==> src/rtl/mips_pkg.sv <==
// -----------------------------------------------------------------------------
// mips_pkg -- shared definitions for the unified-memory arbiter.
//
// Contents:
//   WORD_W            data/address word width
//   STARVE_LIMIT_DEF  default number of consecutive data grants tolerated while
//                     an instruction fetch is waiting
//   arb_state_e       arbiter FSM states
//   xact_t            one captured memory transaction
// -----------------------------------------------------------------------------
package mips_pkg;

    localparam int WORD_W           = 32;
    localparam int STARVE_LIMIT_DEF = 4;

    typedef enum logic [1:0] {
        ST_IDLE   = 2'd0,
        ST_ACCESS = 2'd1,
        ST_RESP   = 2'd2
    } arb_state_e;

    // Everything the memory needs for one access, frozen at grant time so
    // requesters may change their inputs while the access is in flight.
    typedef struct packed {
        logic              is_data;  // 1 = data port won, 0 = fetch port won
        logic [WORD_W-3:0] addr;     // word address (byte address [31:2])
        logic              we;
        logic [3:0]        be;
        logic [WORD_W-1:0] wdata;
    } xact_t;

endpackage

==> src/rtl/mem_arbiter.sv <==
// -----------------------------------------------------------------------------
// mem_arbiter -- arbitrates an instruction-fetch port and a data port onto one
// unified, 1-cycle synchronous-read memory.
//
// Each transaction takes IDLE/RESP -> ACCESS -> RESP: the captured request is
// driven to memory for one cycle, and the read data is returned with a
// one-cycle ack on the next. Data has priority, but a fetch that has watched
// STARVE_LIMIT data grants go by wins the next arbitration.
//
// Ports:
//   clk, rst_n              clock, asynchronous active-low reset
//   ena                     run enable; 0 blocks new grants
//   if_req/if_addr          fetch request (level, held until if_ack)
//   if_ack/if_rdata         fetch completion pulse and fetched word
//   d_req/d_we/d_be/        data request (level, held until d_ack)
//   d_addr/d_wdata
//   d_ack/d_rdata           data completion pulse and load word
//   mem_addr/mem_we/        memory request, nonzero only in ACCESS
//   mem_be/mem_wdata
//   mem_rdata               memory read data, valid the cycle after ACCESS
//   busy                    FSM not idle
// -----------------------------------------------------------------------------
module mem_arbiter
    import mips_pkg::*;
#(
    parameter int STARVE_LIMIT = STARVE_LIMIT_DEF
) (
    input  logic              clk,
    input  logic              rst_n,
    input  logic              ena,
    input  logic              if_req,
    input  logic [WORD_W-1:0] if_addr,
    output logic              if_ack,
    output logic [WORD_W-1:0] if_rdata,
    input  logic              d_req,
    input  logic              d_we,
    input  logic [3:0]        d_be,
    input  logic [WORD_W-1:0] d_addr,
    input  logic [WORD_W-1:0] d_wdata,
    output logic              d_ack,
    output logic [WORD_W-1:0] d_rdata,
    output logic [WORD_W-3:0] mem_addr,
    output logic              mem_we,
    output logic [3:0]        mem_be,
    output logic [WORD_W-1:0] mem_wdata,
    input  logic [WORD_W-1:0] mem_rdata,
    output logic              busy
);

    localparam int                CNT_W   = $clog2(STARVE_LIMIT + 1);
    localparam logic [CNT_W-1:0] CNT_MAX = CNT_W'(STARVE_LIMIT);

    // Priority pick: data wins unless a waiting fetch has been starved.
    function automatic logic pick_data(input logic if_ok, input logic d_ok,
                                       input logic starved);
        return d_ok && !(starved && if_ok);
    endfunction

    arb_state_e       state_q, state_d;
    xact_t            xact_q, xact_d;
    logic [CNT_W-1:0] starve_q, starve_d;

    logic if_ok;
    logic d_ok;
    logic grant_data;
    logic in_access;
    logic in_resp;

    // Byte-offset bits are meaningless to a word-addressed memory.
    logic unused_addr_bits;
    assign unused_addr_bits = ^{if_addr[1:0], d_addr[1:0]};

    always_comb begin
        // NOTE: every signal gets a default before any branch, so no path
        // leaves a variable unassigned and no latch is inferred.
        state_d  = state_q;
        xact_d   = xact_q;
        starve_d = starve_q;

        // In RESP the acked requester still holds its req for the transaction
        // being completed, so it must not be granted again this cycle.
        if_ok      = if_req && !(state_q == ST_RESP && !xact_q.is_data);
        d_ok       = d_req  && !(state_q == ST_RESP &&  xact_q.is_data);
        grant_data = pick_data(if_ok, d_ok, starve_q == CNT_MAX);

        case (state_q)
            ST_ACCESS: state_d = ST_RESP;
            default: begin
                // IDLE and RESP share the arbitration; RESP falls back to IDLE.
                if (ena && (if_ok || d_ok)) begin
                    state_d = ST_ACCESS;
                    if (grant_data) begin
                        xact_d = '{is_data: 1'b1,
                                   addr:    d_addr[WORD_W-1:2],
                                   we:      d_we,
                                   be:      d_we ? d_be : 4'b1111,
                                   wdata:   d_wdata};
                        if (if_ok && starve_q != CNT_MAX) begin
                            starve_d = starve_q + CNT_W'(1);
                        end
                    end else begin
                        xact_d = '{is_data: 1'b0,
                                   addr:    if_addr[WORD_W-1:2],
                                   we:      1'b0,
                                   be:      4'b1111,
                                   wdata:   '0};
                        starve_d = '0;
                    end
                end else begin
                    state_d = ST_IDLE;
                end
            end
        endcase
    end

    always_ff @(posedge clk or negedge rst_n) begin
        if (!rst_n) begin
            state_q  <= ST_IDLE;
            xact_q   <= '0;
            starve_q <= '0;
        end else begin
            // NOTE: non-blocking assignments keep every flop sampling the
            // pre-edge values, independent of statement order.
            state_q  <= state_d;
            xact_q   <= xact_d;
            starve_q <= starve_d;
        end
    end

    // Outputs decode straight from the state register, so an asynchronous
    // reset clears them immediately.
    assign in_access = (state_q == ST_ACCESS);
    assign in_resp   = (state_q == ST_RESP);

    assign mem_addr  = in_access ? xact_q.addr  : '0;
    assign mem_we    = in_access && xact_q.we;
    assign mem_be    = in_access ? xact_q.be    : '0;
    assign mem_wdata = in_access ? xact_q.wdata : '0;

    assign if_ack    = in_resp && !xact_q.is_data;
    assign d_ack     = in_resp &&  xact_q.is_data;
    assign if_rdata  = if_ack ? mem_rdata : '0;
    assign d_rdata   = (d_ack && !xact_q.we) ? mem_rdata : '0;
    assign busy      = (state_q != ST_IDLE);

endmodule

==> config.mk <==
export PLATFORM = sky130hd
export DESIGN_NAME = mem_arbiter
export DESIGN_NICKNAME = d
export VERILOG_FILES = /design/src/rtl/mips_pkg.sv /design/src/rtl/mem_arbiter.sv
export SDC_FILE = /design/constraint.sdc
export NUM_CORES = 1
export LEC_CHECK = 0
export CORE_AREA = 4 4 118 120
export CTS_BUF_LIST = sky130_fd_sc_hd__clkbuf_8
export DETAILED_ROUTE_END_ITERATION = 12
export DIE_AREA = 0 0 122 124
export PLACE_DENSITY = 0.75
export SYNTH_ARGS = -nofsm -noshare
export SYNTH_HDL_FRONTEND = slang
export SYNTH_SLANG_ARGS = --single-unit
==> constraint.sdc <==
create_clock -name clk -period 1.9 [get_ports clk]
set_input_delay 0.285 -clock clk [delete_from_list [all_inputs] [get_ports clk]]
set_output_delay 0.285 -clock clk [all_outputs]
set_load 0.05 [all_outputs]
Word level (Yosys, flattened, before mapping)
Index checks and enable logic that the tools add are counted.

Input port bits: 138. Word-level logic and storage cells: 44. Bits in registers: 73. Output and inout bits: 134.

Bitwise operators: 1. Multiplexer cells: 11. Equal/unequal tests: 5. Add/sub/neg operators: 1. Reductions and logical operators: 19.

Operators with widths (count): $mux W32 (3); $mux W68 (1); $mux W30 (1); $logic_and A1 B1 Y1 (10); $mux W4 (2); $mux W3 (2); $logic_not A1 Y1 (5); $add A3 B1 Y3 const B (1); $eq A3 B3 Y1 const B (1); $ne A3 B3 Y1 const B (1); $reduce_and A3 Y1 (1); $eq A2 B1 Y1 const B (1); $eq A2 B2 Y1 const B (1); $mux W2 (1); $ne A2 B1 Y1 const B (1); $reduce_and A2 Y1 (1); $reduce_bool A2 Y1 (1); $logic_or A1 B1 Y1 (1); $mux W1 (1); $not A1 Y1 (1).

Depth between registers and ports, before layout
Depth after elaboration: 9. Mapped depth: 8. Depth with buffers taken out: 6.

Worst setup path after synthesis
OpenSTA, ideal clock, no wires.

Kind: reg-to-output. From: reg xact_q[67] (netlist bit). To: out if_rdata[22]. Buffers on the path: 1. Arrival time: 1810 ps. Path slack: -195 ps. Cell stages (with the launch flop): 4. Required time: 1615 ps. Path through: dfrtp_1 > nor3b_2 > clkbuf_1 > and2_1.

Longest elaborated chain between the ends: 3.

RTL lines: from (decl) (RTL line mem_arbiter.sv:60) `xact_t xact_q, xact_d;`; from (signal assigned) (RTL line mem_arbiter.sv:125) `xact_q <= xact_d;`; $logic_not A1 Y1 (RTL line mem_arbiter.sv:140) `assign if_ack = in_resp && !xact_q.is_data;`; $logic_and A1 B1 Y1 (RTL line mem_arbiter.sv:140); via if_ack (RTL line mem_arbiter.sv:33) `output logic if_ack,`; $mux W32 (RTL line mem_arbiter.sv:142) `assign if_rdata = if_ack ? mem_rdata : '0;`; to (decl) (RTL line mem_arbiter.sv:34) `output logic [WORD_W-1:0] if_rdata,`.

The timed path passes the listed nets, and every way through them passes these cells.

Worst setup path in the final report
From: reg state_q[0]. To: out d_rdata[17].

Longest elaborated chain between the ends: 4.

RTL lines: from (decl) (RTL line mem_arbiter.sv:59) `arb_state_e state_q, state_d;`; from (signal assigned) (RTL line mem_arbiter.sv:124) `state_q <= state_d;`; $eq A2 B2 Y1 (RTL line mem_arbiter.sv:133) `assign in_resp = (state_q == ST_RESP);`; $logic_and A1 B1 Y1 (RTL line mem_arbiter.sv:141) `assign d_ack = in_resp && xact_q.is_data;`; $logic_and A1 B1 Y1 (RTL line mem_arbiter.sv:143) `assign d_rdata = (d_ack && !xact_q.we) ? mem_rdata : '0;`; $mux W32 (RTL line mem_arbiter.sv:143); to (decl) (RTL line mem_arbiter.sv:41) `output logic [WORD_W-1:0] d_rdata,`.

No other way between the ends.

==> flow_summary.yaml <==
drt:
  postRouteAntennaNets: 0
  via_per_inst: 4.73
  total_number_of_vias: 4331
  finalWirelength_um: 19300
  detail_route.drc_violations: 0
  drt_pass1_iterations: 4
  routed_wire_length_per_instance_um: 21.0
  drt_iter0_drcs: 134
pwr:
  sw_frac_of_total_pct: 37.0
  power.leakage_nw: 4.46
  irDropWorstVdd_mv: 0.452
  power.clock.fraction_pct: 14.7
  combinationalPowerShare_pct: 55.8
  power-per-cell-area_mw_per_mm2: 754
  p_switching_w: 0.00278
  pwr-share-seq_pct: 29.5
  power_report.internal_total_w: 0.00473
yosys:
  yosys_warnings: 0
  synth_area_leader_cell: "dfrtp_1"
  synth.area.top_cells: "dfrtp_1, and2_1, mux2_2"
  most_numerous_cell_in_the_yosys_netlist: "and2_1"
  synth-compound-area-share_pct: 1.10
  synth.cells.most_frequent: "and2_1, dfrtp_1, mux2_2"
  synth_simple_gate_area_share_pct: 24.9
  number_of_instances_in_the_synthesized_netlist: 424
  synth_edf_count: 0
  synth_async_sr_flop_share_pct: 100
  yosys.area_share.adder_pct: 0.581
  fraction_of_synthesized_area_in_multiplexers_pct: 24.9
  synth_xor_area_share_pct: 0
  post_synth_instance_area_mm2: 0.00430
  count_of_unique_library_cells_instantiated_by_yosys: 24
  synth-main-ff-cell: "dfrtp_1"
  netlist.area_leader.share_pct: 42.4
  combinational_family_with_the_most_area_after_synthesis: "multiplexers"
  synth_seq_area_share_pct: 42.4
  per_instance_average_area_after_synthesis_um2: 10.2
  synth-seq-cells: 73
  synth_nets: 564
place:
  place_ws_ps: -343
  io_buffers: 267
  gp_congestion: 0.782
  place_area_mm2: 0.00871
  post-dp-hpwl_um: 12600
global_routing:
  globalRouteTotalUtil_pct: 22.9
  initial_antenna_violation_count: 0
  grt_overflow_total: 0
  grt_start_max_net_pins: 41
  grt_pass1_vias: 4650
  grt_pass1_wl_um: 26000
final_layout:
  number_of_nets_in_the_finished_design: 875
  layout-drive-gt1-share_pct: 51.8
  area_growth_pct: 131
  fin_area_mm2: 0.00995
  antennaDiodeCount: 0
timing:
  worst_hold_slack_ps: 444
  unrepaired_setup_endpoints_after_global_routing: "yes"
  fin_skew_ps: 11.1
  fmax_mhz: 468
  timing.final.max_slew_violations: 0
  layout_min_cycle_time_ps: 2140
  finalHoldViolations: 0
  finalSetupViolCount: 193
  min_period_over_period_pct: 113
  worst_slew_margin_rel_pct: 64.2
  setup-tns-final_ps: -24490
  finalWorstSetupSlack_ps: -238
  worst_slew_pin_slew_ps: 537
die:
  row_count: 42
  initial_utilization_pct: 33.2
  floorplan.io_pins: 272
  fp.dieH_um: 124
  coreArea_mm2: 0.0130
  die_width_um: 122
  die-area_mm2: 0.0151
cts:
  clk-insertion-delay-late_ps: 360
  clkSlewWorstSetupHoldPaths_ps: 90
  number_of_h_tree_levels: 3
  numCtsBuffers: 9
  clock_path_buffers: 2
  buffer_cell_driving_the_clock_tree_root: "clkbuf_8"
  clkSinkCount: 73
  cts_tree: "yes"
setup_path:
  timing.rr.start: "starve_q[0]"
  crit_path_required_time_ps: 1620
  critical_path_peak_fanout: 32
  worst_setup_path_start_kind: "register"
  timing_worst_setup_path_type: "register to primary output"
  timing.critical_path.arrival_ps: 1850
  timing.rr.end: "xact_q[57]"
  r2r_cells: 8
  crit_path_end_kind: "primary output"
  r2r_setup_slack_ps: -210
job:
  max_cap_violations: 0
worst_hold_path:
  min-delay-path-class: "input port to asynchronous set/reset pin"
outcome:
  status: "finished, violations left"
  violations_in_the_final_reports: "negative setup slack"
-- state kept, by name, summed over array words and instances (netlist names) --
signal and count:
starve_q 3, state_q 2, xact_q 68
-- cell families (layout without fill, tap and decap cells) --
kind of cell / Yosys count / after routing
simple gates: 180 / 180
mux: 99 / 99
flops: 73 / 73
buf+inv: 64 / 380
compound gates: 6 / 6
fa+ha+maj: 2 / 2
-- through the flow --
step | power, W | utilization [%] | cells
global placement | 0.00548 | 67.1 | 863
floorplan | 0.00381 | - | 424
detailed placement | 0.00559 | 67.1 | 863
CTS | 0.00715 | 73.4 | 902
global route | 0.00780 | 76.7 | 916
finish | 0.00750 | 76.7 | 916
-- layout make-up --
class	count	area [um2]
clock inverters	7	46.3
multi-input cells	287	2720
fillers	758	3030
repair buffers	328	4880
well taps	176	220
flip-flops and latches	73	1830
inverters	36	135
clock buffers	9	124
-- metal layers --
layer	global-route usage [%]	up-vias	wire (um)
met5	0	-	0
met4	7.77	0	452
met3	7.58	32	1390
met2	45.4	180	10700
met1	21.9	2149	6720
li1	-	1970	-
-- timing repair --
item | CTS | global route
hold buffers | 1 | 0
gates cloned | 9 | 6
endpoints found under the hold margin | 39 | 0
buffers inserted | 13 | 11
pin swaps | 24 | 18
resized for setup | 123 | 64
endpoints found under the setup margin | 155 | 203
-- worst max-delay path: stages (launching register included) --
cell	delay, ps
dfrtp_1	420
nand3b_1	220
buf_4	180
nor2_4	120
buf_12	180
and2_1	210
buf_12	150
-- power by group through the flow --
stage | registers [W] | logic, W | clock network (W)
3_3_place_gp | 0.00214 | 0.00334 | 0
5_1_grt | 0.00225 | 0.00435 | 0.00121
2_1_floorplan | 0.00210 | 0.00172 | 0
6_report | 0.00221 | 0.00419 | 0.00110
4_1_cts | 0.00217 | 0.00386 | 0.00112
3_5_place_dp | 0.00217 | 0.00342 | 0
-- worst max-delay path by stage --
| stage | from | to | slack, ps | depth (start not counted) |
|---|---|---|---|---|
| floorplan | starve_q[0] | xact_q[55] | -60 | 7 |
| global placement | if_req | xact_q[45] | -320 | 6 |
| detailed placement | if_req | xact_q[55] | -340 | 6 |
| CTS | state_q[0] | d_rdata[4] | -110 | 6 |
| global route | state_q[0] | d_rdata[13] | -310 | 6 |
| finish | state_q[0] | d_rdata[17] | -240 | 6 |
-- placed cells by master (no fill, tap or decap), types with 4 or more instances in the layout --
cell / n
clkdlybuf4s50_1: 132
clkbuf_16: 7
mux2_4: 59
buf_12: 146
and2_4: 83
nand3b_1: 5
and2_1: 33
buf_6: 10
buf_16: 4
inv_1: 34
dfrtp_1: 72
mux2i_1: 33
clkbuf_8: 9
buf_4: 26
mux2_2: 4
clkinv_2: 4
nand2_1: 33
and2_2: 15
No activity file was read; power rests on OpenSTA's default activity.
